<file path="src/rtl/balance_ledger_pkg.sv">
// ledger_pkg: shared state/op encodings and BCD helpers for the balance ledger
package ledger_pkg;
    typedef enum logic [1:0] {IDLE, ENTRY, CALC, WB} state_t;
    typedef enum logic {OP_CHG, OP_TOP} op_t;
    localparam logic [11:0] BCD_MAX = 12'h999;
    function automatic logic bcd_ok(input logic [11:0] v);
        return v[3:0] <= 4'd9 && v[7:4] <= 4'd9 && v[11:8] <= 4'd9;
    endfunction
endpackage

</file>
<file path="src/rtl/balance_ledger_if.sv">
// balance_ledger_if: charge request/ack/done handshake between billing and the ledger
interface balance_ledger_if;
    logic        chg_req;
    logic [11:0] chg_amt;
    logic        chg_ack;
    logic        chg_err;
    logic        chg_done;
    modport master (output chg_req, chg_amt, input chg_ack, chg_err, chg_done);
    modport slave (input chg_req, chg_amt, output chg_ack, chg_err, chg_done);
endinterface

</file>
<file path="src/rtl/balance_ledger_alu.sv">
// bcd_digit_alu: one-digit BCD add/sub with carry/borrow in and out
module bcd_digit_alu (
    input  logic [3:0] a,
    input  logic [3:0] b,
    input  logic       ci,
    input  logic       sub,
    output logic [3:0] d,
    output logic       co
);
    logic [4:0] s;
    always_comb begin
        s = sub ? {1'b0, a} - {1'b0, b} - {4'b0, ci} : {1'b0, a} + {1'b0, b} + {4'b0, ci};
        co = sub ? s[4] : s > 5'd9;
        d = co ? (sub ? s[3:0] - 4'd6 : s[3:0] + 4'd6) : s[3:0];
    end
endmodule

</file>
<file path="src/rtl/balance_ledger.sv">
// balance_ledger: sign/BCD-magnitude balance with charge handshake and button top-up entry
module balance_ledger import ledger_pkg::*; #(
    parameter int          CLK_HZ    = 100_000_000,
    parameter int          TIMEOUT_S = 8,
    parameter logic [11:0] INIT_BAL  = 12'h196
) (
    input  logic                   clk,
    input  logic                   rst,
    input  logic                   on,
    input  logic                   sel_p,
    input  logic                   inc_p,
    input  logic                   ok_p,
    balance_ledger_if.slave        chg,
    output logic [11:0]            bal,
    output logic                   bal_neg,
    output logic [11:0]            entry,
    output logic [1:0]             entry_pos,
    output logic                   busy
);
    localparam int TW = CLK_HZ > 1 ? $clog2(CLK_HZ) : 1;
    localparam int SW = $clog2(TIMEOUT_S + 1);
    state_t          state;
    op_t             op;
    logic [11:0]     opr, x, y, res, a_in, fin;
    logic [1:0]      dig;
    logic [3:0]      d, cur;
    logic [TW-1:0]   tick;
    logic [SW-1:0]   secs;
    logic            c, sub, sgn, ack_q, err_q, done_q, add_in, a_big, swap, co, launch, pulse;
    bcd_digit_alu u_alu (.a(x[3:0]), .b(y[3:0]), .ci(c), .sub(sub), .d(d), .co(co));
    // Operand order and result sign are decided once, from bal as it stands at CALC entry
    always_comb begin
        a_in = state == ENTRY ? entry : opr;
        add_in = (state != ENTRY) == bal_neg;
        a_big = state == ENTRY ? a_in >= bal : a_in > bal;
        swap = !add_in && a_big;
        fin = !sub && co ? BCD_MAX : {d, res[11:4]};
        cur = entry[{entry_pos, 2'b00} +: 4];
        pulse = sel_p | inc_p | ok_p;
        launch = (state == IDLE && ack_q && !err_q) || (state == ENTRY && ok_p);
    end
    assign chg.chg_ack = ack_q & on;
    assign chg.chg_err = err_q & on;
    assign chg.chg_done = done_q & on;
    always_ff @(posedge clk) begin
        if (rst) begin
            state <= IDLE;
            op <= OP_CHG;
            bal <= INIT_BAL;
            bal_neg <= 1'b0;
            entry <= 12'h0;
            entry_pos <= 2'd0;
            busy <= 1'b0;
            ack_q <= 1'b0;
            err_q <= 1'b0;
            done_q <= 1'b0;
            opr <= 12'h0;
            x <= 12'h0;
            y <= 12'h0;
            res <= 12'h0;
            dig <= 2'd0;
            c <= 1'b0;
            sub <= 1'b0;
            sgn <= 1'b0;
            tick <= '0;
            secs <= '0;
        end else if (on) begin
            ack_q <= 1'b0;
            err_q <= 1'b0;
            done_q <= 1'b0;
            case (state)
                IDLE: begin
                    if (chg.chg_req && !ack_q) begin
                        ack_q <= 1'b1;
                        err_q <= !bcd_ok(chg.chg_amt);
                        opr <= chg.chg_amt;
                    end else if (ok_p) begin
                        state <= ENTRY;
                        entry <= 12'h0;
                        entry_pos <= 2'd0;
                        tick <= '0;
                        secs <= '0;
                    end
                end
                ENTRY: begin
                    if (pulse) begin
                        tick <= '0;
                        secs <= '0;
                        if (sel_p) entry_pos <= entry_pos == 2'd2 ? 2'd0 : entry_pos + 2'd1;
                        if (inc_p) entry[{entry_pos, 2'b00} +: 4] <= cur == 4'd9 ? 4'd0 : cur + 4'd1;
                    end else if (tick == TW'(CLK_HZ - 1)) begin
                        tick <= '0;
                        secs <= secs + SW'(1);
                        if (secs == SW'(TIMEOUT_S - 1)) begin
                            state <= IDLE;
                            entry <= 12'h0;
                            entry_pos <= 2'd0;
                            secs <= '0;
                        end
                    end else begin
                        tick <= tick + TW'(1);
                    end
                end
                CALC: begin
                    x <= {4'h0, x[11:4]};
                    y <= {4'h0, y[11:4]};
                    res <= {d, res[11:4]};
                    c <= co;
                    dig <= dig + 2'd1;
                    if (dig == 2'd2) begin
                        state <= WB;
                        bal <= fin;
                        bal_neg <= sgn && fin != 12'h0;
                        done_q <= op == OP_CHG;
                        entry <= 12'h0;
                        entry_pos <= 2'd0;
                    end
                end
                default: begin
                    state <= IDLE;
                    busy <= 1'b0;
                end
            endcase
            if (launch) begin
                state <= CALC;
                busy <= 1'b1;
                op <= state == ENTRY ? OP_TOP : OP_CHG;
                x <= swap ? a_in : bal;
                y <= swap ? bal : a_in;
                sub <= !add_in;
                sgn <= add_in ? bal_neg : (state == ENTRY ? !a_big : a_big);
                c <= 1'b0;
                dig <= 2'd0;
            end
        end
    end
endmodule
</file>
<file path="src/flat_wrapper.sv">
// flat-port wrapper written by rule: the top's interface ports become plain ports
module balance_ledger_flat import ledger_pkg::*;
#(
    parameter int          CLK_HZ    = 100_000_000,
    parameter int          TIMEOUT_S = 8,
    parameter logic [11:0] INIT_BAL  = 12'h196
)
  (clk, rst, on, sel_p, inc_p, ok_p, bal, bal_neg, entry, entry_pos, busy, chg_chg_req, chg_chg_amt, chg_chg_ack, chg_chg_err, chg_chg_done);
  balance_ledger_if chg_i ();
  input  logic clk;
  input  logic rst;
  input  logic on;
  input  logic sel_p;
  input  logic inc_p;
  input  logic ok_p;
  output logic [11:0] bal;
  output logic bal_neg;
  output logic [11:0] entry;
  output logic [1:0] entry_pos;
  output logic busy;
  input wire logic [$bits(chg_i.chg_req)-1:0] chg_chg_req;
  input wire logic [$bits(chg_i.chg_amt)-1:0] chg_chg_amt;
  output wire logic [$bits(chg_i.chg_ack)-1:0] chg_chg_ack;
  output wire logic [$bits(chg_i.chg_err)-1:0] chg_chg_err;
  output wire logic [$bits(chg_i.chg_done)-1:0] chg_chg_done;
  assign chg_i.chg_req = chg_chg_req;
  assign chg_i.chg_amt = chg_chg_amt;
  assign chg_chg_ack = chg_i.chg_ack;
  assign chg_chg_err = chg_i.chg_err;
  assign chg_chg_done = chg_i.chg_done;
  balance_ledger #(.CLK_HZ(CLK_HZ), .TIMEOUT_S(TIMEOUT_S), .INIT_BAL(INIT_BAL)) u_core (.clk(clk), .rst(rst), .on(on), .sel_p(sel_p), .inc_p(inc_p), .ok_p(ok_p), .chg(chg_i), .bal(bal), .bal_neg(bal_neg), .entry(entry), .entry_pos(entry_pos), .busy(busy));
endmodule
</file>
<file path="config.mk">
export PLATFORM = sky130hd
export DESIGN_NAME = balance_ledger_flat
export DESIGN_NICKNAME = d
export VERILOG_FILES = /design/src/rtl/balance_ledger_pkg.sv /design/src/rtl/balance_ledger_if.sv /design/src/rtl/balance_ledger_alu.sv /design/src/rtl/balance_ledger.sv /design/src/flat_wrapper.sv
export SDC_FILE = /design/constraint.sdc
export NUM_CORES = 1
export LEC_CHECK = 0
export CAP_MARGIN = 15
export CORE_UTILIZATION = 54
export CTS_BUF_LIST = sky130_fd_sc_hd__clkbuf_8
export DETAILED_ROUTE_END_ITERATION = 10
export HOLD_SLACK_MARGIN = 0.08
export PLACE_DENSITY = 0.84
export SLEW_MARGIN = 30
export SYNTH_ARGS = -nofsm -noshare
export SYNTH_HDL_FRONTEND = slang
export SYNTH_SLANG_ARGS = --single-unit
</file>
<file path="constraint.sdc">
create_clock -name clk -period 3.7 [get_ports clk]
set_input_delay 0.74 -clock clk [delete_from_list [all_inputs] [get_ports clk]]
set_output_delay 0.74 -clock clk [all_outputs]
set_load 0.005 [all_outputs]
</file>
==> results of run 1 <==
layout make-up:
| class | count | area, um^2 | share of cell area [%] |
|---|---|---|---|
| Multi-Input combinational cell | 653 | 4040 | 51.64 |
| Sequential cell | 114 | 2283 | 29.19 |
| Timing Repair Buffer | 74 | 673.1 | 8.604 |
| Clock buffer | 21 | 289.0 | 3.694 |
| Tap cell | 147 | 183.9 | 2.351 |
| Clock inverter | 11 | 181.4 | 2.319 |
| Inverter | 46 | 172.7 | 2.207 |
per-layer routing:
metal,part of all wire [%],GRT usage (%),vias to the layer above,routed length (um)
met4,2.0,11.02,0,347
met2,46,44.77,248,7829
met1,44,35.00,2899,7450
met5,0,0,-,0
met3,7.9,7.499,37,1345
li1,-,-,3071,-
through the flow:
stage | hold slack (ns) | util (%) | total power [uW]
after floorplan | 0.4286 | - | 1638
after global placement | 0.4376 | 60.75 | 1765
after detailed placement | 0.4423 | 60.75 | 1774
after CTS | 0.4526 | 64.97 | 3154
after global routing | 0.4757 | 65.41 | 3302
final | 0.4517 | 65.41 | 3180
flip-flops by register name, indices dropped and copies added (netlist names), 2 cells and up:
register / count
u_core.dig: 2
u_core.y: 12
u_core.x: 12
u_core.opr: 12
u_core.entry_pos: 2
u_core.state: 2
u_core.res: 8
u_core.bal: 12
u_core.secs: 4
u_core.tick: 27
u_core.entry: 12
logic make-up (layout without fill, tap and decap cells):
kind of cell    after synthesis  count (layout)
buf+inv                      91             152
simple gates                374             374
mux                          30              30
compound gates              180             180
flops                       114             114
xor+xnor                     33              33
fa+ha+maj                    36              36
power groups by stage:
| stage | combinational (uW) | sequential [uW] | clock (uW) |
|---|---|---|---|
| 6_report | 509 | 1290 | 1380 |
| 5_1_grt | 558 | 1290 | 1450 |
| 4_1_cts | 476 | 1290 | 1390 |
| 3_5_place_dp | 460 | 1310 | 0 |
| 3_3_place_gp | 451 | 1310 | 0 |
| 2_1_floorplan | 334 | 1300 | 0 |
path summary, 6_finish.rpt:
check	startpoint	to	slack, ns	cells past startpoint
setup / recovery	u_core.x[0]$_SDFFE_PP0P_	u_core.bal_neg$_SDFFE_PP0P_	0.07	13
hold / removal	u_core.y[11]$_SDFFE_PP0P_	u_core.y[11]$_SDFFE_PP0P_	0.45	2
setup reg to reg	u_core.x[0]$_SDFFE_PP0P_	u_core.bal_neg$_SDFFE_PP0P_	0.07	13
hold reg to reg	u_core.y[11]$_SDFFE_PP0P_	u_core.y[11]$_SDFFE_PP0P_	0.45	2
repair_timing:
| item | 4_1_cts | 5_1_grt |
|---|---|---|
| setup endpoints to repair | 1 | 4 |
| pin swaps | 1 | 9 |
| buffers inserted | 1 | 3 |
| gates resized for setup | 4 | 9 |
| hold endpoints to repair | 0 | 0 |
worst max-delay path, delay by kind of cell (launching register included):
family	cells	cell delay [ns]
compound gates	5	1.28
fa+ha+maj	3	1.18
flops	1	0.33
simple gates	2	0.28
buf+inv	2	0.25
xor+xnor	1	0.18
layout by cell type (no fill, tap or decap), types with 5 or more instances in the layout:
| cell | Yosys | final |
|---|---|---|
| bufinv_16 | 0 | 5 |
| inv_1 | 44 | 44 |
| nand3_1 | 23 | 23 |
| xor2_1 | 11 | 11 |
| and3_1 | 6 | 6 |
| o22ai_1 | 14 | 14 |
| nand3b_1 | 8 | 8 |
| mux2i_1 | 26 | 25 |
| nor2b_1 | 5 | 5 |
| o21ai_0 | 21 | 21 |
| and2_1 | 10 | 10 |
| nand2_1 | 144 | 144 |
| ha_1 | 32 | 30 |
| clkdlybuf4s50_1 | 0 | 48 |
| nor2_1 | 91 | 90 |
| a31oi_1 | 10 | 10 |
| nor3_1 | 24 | 23 |
| dfxtp_1 | 114 | 113 |
| buf_4 | 0 | 25 |
| xnor2_1 | 22 | 21 |
| o211ai_1 | 12 | 12 |
| nand2b_1 | 13 | 13 |
| or3_1 | 10 | 10 |
| o21ai_1 | 11 | 11 |
| clkbuf_8 | 0 | 21 |
| nand4_1 | 9 | 9 |
| a21oi_1 | 72 | 71 |
==> out/qor.yml, run 1 <==
outcome: "completed"
swShare_pct: 26.48
grt_setup_unrepaired: "yes"
via_count: 6255
synthCells: 858
cts_max_level: 4
critPathKind: "register to register"
yosysMostFrequentCell: "nand2_1"
drcViolationCount: 0
finalSetupViolations: 0
via_per_inst: 5.868
seqPwrFrac_pct: 40.5
grt_pass1_vias: 5893
crit_path_start_kind: "register"
syn_area_per_cell_um2: 7.714
final_hold_viol_count: 0
drtIter0Drc: 563
dpl_cell_area_um2: 7267
synth_commonest_cells: "144 x nand2_1, 114 x dfxtp_1, 91 x nor2_1"
die_w_um: 112.7
die_h_um: 112.7
leakagePower_uw: 0.002910
antenna_found_initial: 0
port_buffers: 49
hp-class: "register to register"
numCtsBuffers: 17
cap_viol_max_count: 0
fp.dieArea_um2: 12700
yosysTopAreaCellShare_pct: 34.48
grt_usage_pct: 27.65
cts_tree: "built"
postCtsHoldBufs: 0
synth-seq-cells: 114
required_ns: 4.02
final_cells: 1066
drive_above_1_share_pct: 9.249
grt_max_degree: 50
root_buffer: "clkbuf_8"
synth_top_family_by_area: "simple AND/OR/NAND/NOR gates"
fin_crit_ns: 3.628
syn_to_final_growth_pct: 18.20
yosysUniqueCellTypes: 70
p_sw_uw: 842.3
cp_max_fo: 4
max_freq_ghz: 0.2757
dpl.cell_count: 1030
synth-adder-area-share_pct: 7.259
fin_crit_sh_pct: 98.04
finalInstanceArea_um2: 7824
wire_per_inst_um: 15.92
layout.nets: 961
ant_nets: 0
fill_cells: 977
internal_power_uw: 2338
synth_area_leader_cell: "dfxtp_1"
slew_headroom_pct: 50.25
layout_setup_ws_ns: 0.07234
overflow: 0
synth-simple-area-share_pct: 26.77
syn_nets: 913
p_clk_share_pct: 43.5
cp_slowest_cell: "fa_1"
slew_viol_final: 0
coreArea_um2: 11960
cp_data_arrival_time_ns: 3.95
async_flop_share_pct: 0
synth_edf_count: 0
initial_core_util_pct: 55.33
dp_slack_ns: -0.02027
clk_latency_ns: 0.45
clk_path_buf_depth: 2
ios: 50
tightest_slew_ns: 0.7453
vdd.ir_drop.worst_v: 0.0001793
firstDrtPassIters: 6
synth-xor-area-share_pct: 4.367
synth_compound_area_share_pct: 17.11
tns_ns: 0
p_comb_share_pct: 16.0
row_count: 40
ys_warn_count: 0
seq_area_frac_synth_pct: 34.48
grt_pass1_wl_um: 27850
power.density_nw_per_um2: 406.5
synth_flop_cell: "dfxtp_1"
synthesis.area_um2: 6619
path_cells: "fa_1, inv_1, ha_2, or2_4, fa_2, xor2_1, o32ai_1, buf_4, nor3_2, a211o_1, a211o_1, o311ai_2, a21oi_1"
yosys-top-cells-area: "dfxtp_1 34%, nand2_1 8.2%, ha_1 6.0%"
dp_hpwl_um: 12100
crit_top_cell: "a211o_1"
worst_setup_path_end_kind: "register"
synthMuxAreaShare_pct: 4.612
num_antenna_cells: 0
clkTransAtPathRegs_ns: 0.07
place_congestion: 0.9222
skew_ns: 0.007184
wirelength_um: 16970
cpPeakStageDelay_ns: 0.59
cts.sinks: 114
No activity file was read; power rests on OpenSTA's default activity.
==> inputs of run 2 (changes only) <==
SYNTH_HIERARCHICAL = 1   (was default)
==> out/qor.yml, run 2 <==
num_antenna_cells: 0  # unchanged
syn_to_final_growth_pct: 19.54  # was 18.20%
layout.nets: 912  # was 961
slew_viol_final: 0  # unchanged
yosysTopAreaCellShare_pct: 35.82  # was 34.48%
required_ns: 4.09  # was 4.02 ns
synth_flop_cell: "dfxtp_1"  # unchanged
antenna_found_initial: 0  # unchanged
syn_nets: 851  # was 913
skew_ns: 0.01252  # was 0.007184 ns
tightest_slew_ns: 0.7860  # was 0.7453 ns
max_freq_ghz: 0.2749  # was 0.2757 GHz
clk_latency_ns: 0.44  # was 0.45 ns
seqPwrFrac_pct: 38.2  # was 40.5%
fin_crit_sh_pct: 98.32  # was 98.04%
die_h_um: 110.6  # was 112.7 um
internal_power_uw: 2396  # was 2338 uW
grt_usage_pct: 26.11  # was 27.65%
async_flop_share_pct: 0  # unchanged
wirelength_um: 16070  # was 16970 um
cts_tree: "built"  # unchanged
grt_max_degree: 30  # was 50
dp_hpwl_um: 11100  # was 12100 um
p_clk_share_pct: 35.6  # was 43.5%
cts_max_level: 4  # unchanged
layout_commonest_cell: "nand2_1"  # unchanged
p_comb_share_pct: 26.2  # was 16.0%
drcViolationCount: 0  # unchanged
coreArea_um2: 11470  # was 11960 um^2
synth_area_leader_cell: "dfxtp_1"  # unchanged
p_sw_uw: 1058  # was 842.3 uW
synth-seq-cells: 114  # unchanged
firstDrtPassIters: 5  # was 6
critPathKind: "register to register"  # unchanged
cpPeakStageDelay_ns: 0.58  # was 0.59 ns
synthesis.area_um2: 6371  # was 6619 um^2
via_count: 6077  # was 6255
clkTransAtPathRegs_ns: 0.07  # about the same
wire_per_inst_um: 15.88  # was 15.92 um
cp_slowest_cell: "fa_1"  # unchanged
regMostFlops: "u_core/tick"  # was u_core.tick
ys_warn_count: 6  # was 0
grt_pass1_vias: 5447  # was 5893
cp_max_fo: 3  # was 4
swShare_pct: 30.63  # was 26.48%
seq_area_frac_synth_pct: 35.82  # was 34.48%
synthCells: 796  # was 858
fp.dieArea_um2: 12240  # was 12700 um^2
leakagePower_uw: 0.002904  # was 0.002910 uW
worst_setup_path_end_kind: "register"  # unchanged
crit_top_cell: "buf_4"  # was a211o_1
numCtsBuffers: 17  # unchanged
ios: 50  # unchanged
synth_edf_count: 0  # unchanged
vdd.ir_drop.worst_v: 0.0003054  # was 0.0001793 V
overflow: 0  # unchanged
port_buffers: 49  # unchanged
syn_area_per_cell_um2: 8.004  # was 7.714 um^2
yosysUniqueCellTypes: 65  # was 70
initial_core_util_pct: 55.56  # was 55.33%
row_count: 39  # was 40
cap_viol_max_count: 0  # unchanged
finalSetupViolations: 0  # unchanged
path_buf_inv: 4  # was 2
slew_headroom_pct: 47.27  # was 50.25%
ant_nets: 0  # unchanged
drive_above_1_share_pct: 10.93  # was 9.249%
finalPower_uw: 3454  # was 3180 uW
yosys-top-cells-area: "dfxtp_1 36%, nand2_1 7.5%, ha_1 6.3%"  # was dfxtp_1 34%, nand2_1 8.2%, ha_1 6.0%
yosysMostFrequentCell: "nand2_1"  # unchanged
via_per_inst: 6.005  # was 5.868
grt_pass1_wl_um: 25940  # was 27850 um
path_cells: "fa_1, inv_1, ha_2, or2_4, fa_2, nand2b_1, a21oi_2, mux2_2, buf_4, o31a_1, o22ai_2, buf_4, buf_4, o221a_2"  # was fa_1, inv_1, ha_2, or2_4, fa_2, xor2_1, o32ai_1, buf_4, nor3_2, a211o_1, a211o_1, o311ai_2, a21oi_1
final_util_pct: 66.42  # was 65.41%
postCtsHoldBufs: 0  # unchanged
crit_path_start_kind: "register"  # unchanged
final_hold_viol_count: 0  # unchanged
die_w_um: 110.6  # was 112.7 um
cts.sinks: 114  # unchanged
synth_commonest_cells: "128 x nand2_1, 114 x dfxtp_1, 60 x nor2_1"  # was 144 x nand2_1, 114 x dfxtp_1, 91 x nor2_1
root_buffer: "clkbuf_8"  # unchanged
place_congestion: 0.9089  # was 0.9222
clk_path_buf_depth: 2  # unchanged
crit_family: "adder cells"  # was compound AO/OA/AOI/OAI gates
outcome: "completed"  # unchanged
power.density_nw_per_um2: 453.5  # was 406.5 nW/um^2
largest_register_ffs: 27  # unchanged
hp-class: "register to register"  # unchanged
final_cell_mix: "128 x nand2_1, 113 x dfxtp_1, 60 x nor2_1"  # was 144 x nand2_1, 113 x dfxtp_1, 90 x nor2_1
fin_crit_ns: 3.638  # was 3.628 ns
drtIter0Drc: 610  # was 563
cp_data_arrival_time_ns: 4.03  # was 3.95 ns
[run 2: kinds of logic after synthesis]
kind of cell	Yosys count	share of synthesized area (%)
AO/OA/AOI/OAI	195	18.95
adder cells (fa/ha/maj)	36	7.541
buffers and inverters	71	4.497
XOR/XNOR	34	4.674
multiplexers	22	3.496
AND/OR/NAND/NOR	324	25.02
flip-flops	114	35.82
[run 2: final timing paths]
check                                                start                           to  slack [ns]  cells after the start
worst max-delay path                 u_core/c$_SDFFE_PP0P_  u_core/bal[11]$_SDFFE_PP0P_        0.06                     14
worst min register to register  u_core/opr[9]$_SDFFE_PP0P_   u_core/opr[9]$_SDFFE_PP0P_        0.46                      2
worst min-delay path            u_core/opr[9]$_SDFFE_PP0P_   u_core/opr[9]$_SDFFE_PP0P_        0.46                      2
worst max register to register       u_core/c$_SDFFE_PP0P_  u_core/bal[11]$_SDFFE_PP0P_        0.06                     14
[run 2: per-layer routing]
metal / part of all wire, % / GRT usage (%)
met1: 45 / 33.69
met2: 46 / 42.15
met3: 6.5 / 5.763
met4: 2.4 / 10.84
met5: 0 / 0
[run 2: final cells by class]
class / instances / area (um^2)
clock buffers: 21 / 289.0
clock inverters: 10 / 131.4
fillers: 934 / 3851
inverters: 35 / 131.4
multi-input cells: 611 / 3886
flip-flops and latches: 114 / 2283
well taps: 143 / 178.9
repair buffers: 78 / 715.7
[run 2: through the flow]
step / hold WS, ns / worst slack, ns / cell area [um^2] / std cells / setup TNS [ns]
floorplan: 0.4199 / 0.1332 / 6371 / 796 / 0
global placement: 0.4275 / 0.03767 / 7072 / 975 / 0
detailed placement: 0.4394 / 0.002619 / 7072 / 975 / 0
CTS: 0.4555 / -0.009966 / 7497 / 1006 / -0.009966
global route: 0.4801 / -0.06259 / 7616 / 1012 / -0.3442
finish: 0.4564 / 0.06213 / 7616 / 1012 / 0
[run 2: worst min-delay path, cell delays in order (launching register included)]
cell and delay (ns):
dfxtp_1 0.31, nand2_1 0.05, a21oi_1 0.05
[run 2: what timing repair did]
| action | in CTS | in global routing |
|---|---|---|
| setup endpoints to repair | 3 | 14 |
| pin swaps | 1 | 10 |
| gates resized for setup | 2 | 17 |
| endpoints found under the hold margin | 0 | 0 |
| setup buffers | 0 | 6 |
[run 2: power by group through the flow]
stage	sequential, uW	clock (uW)	combinational, uW
after global routing	1330	1300	974
after CTS	1320	1240	772
after global placement	1340	0	749
after detailed placement	1350	0	761
after floorplan	1330	0	543
final	1320	1230	905
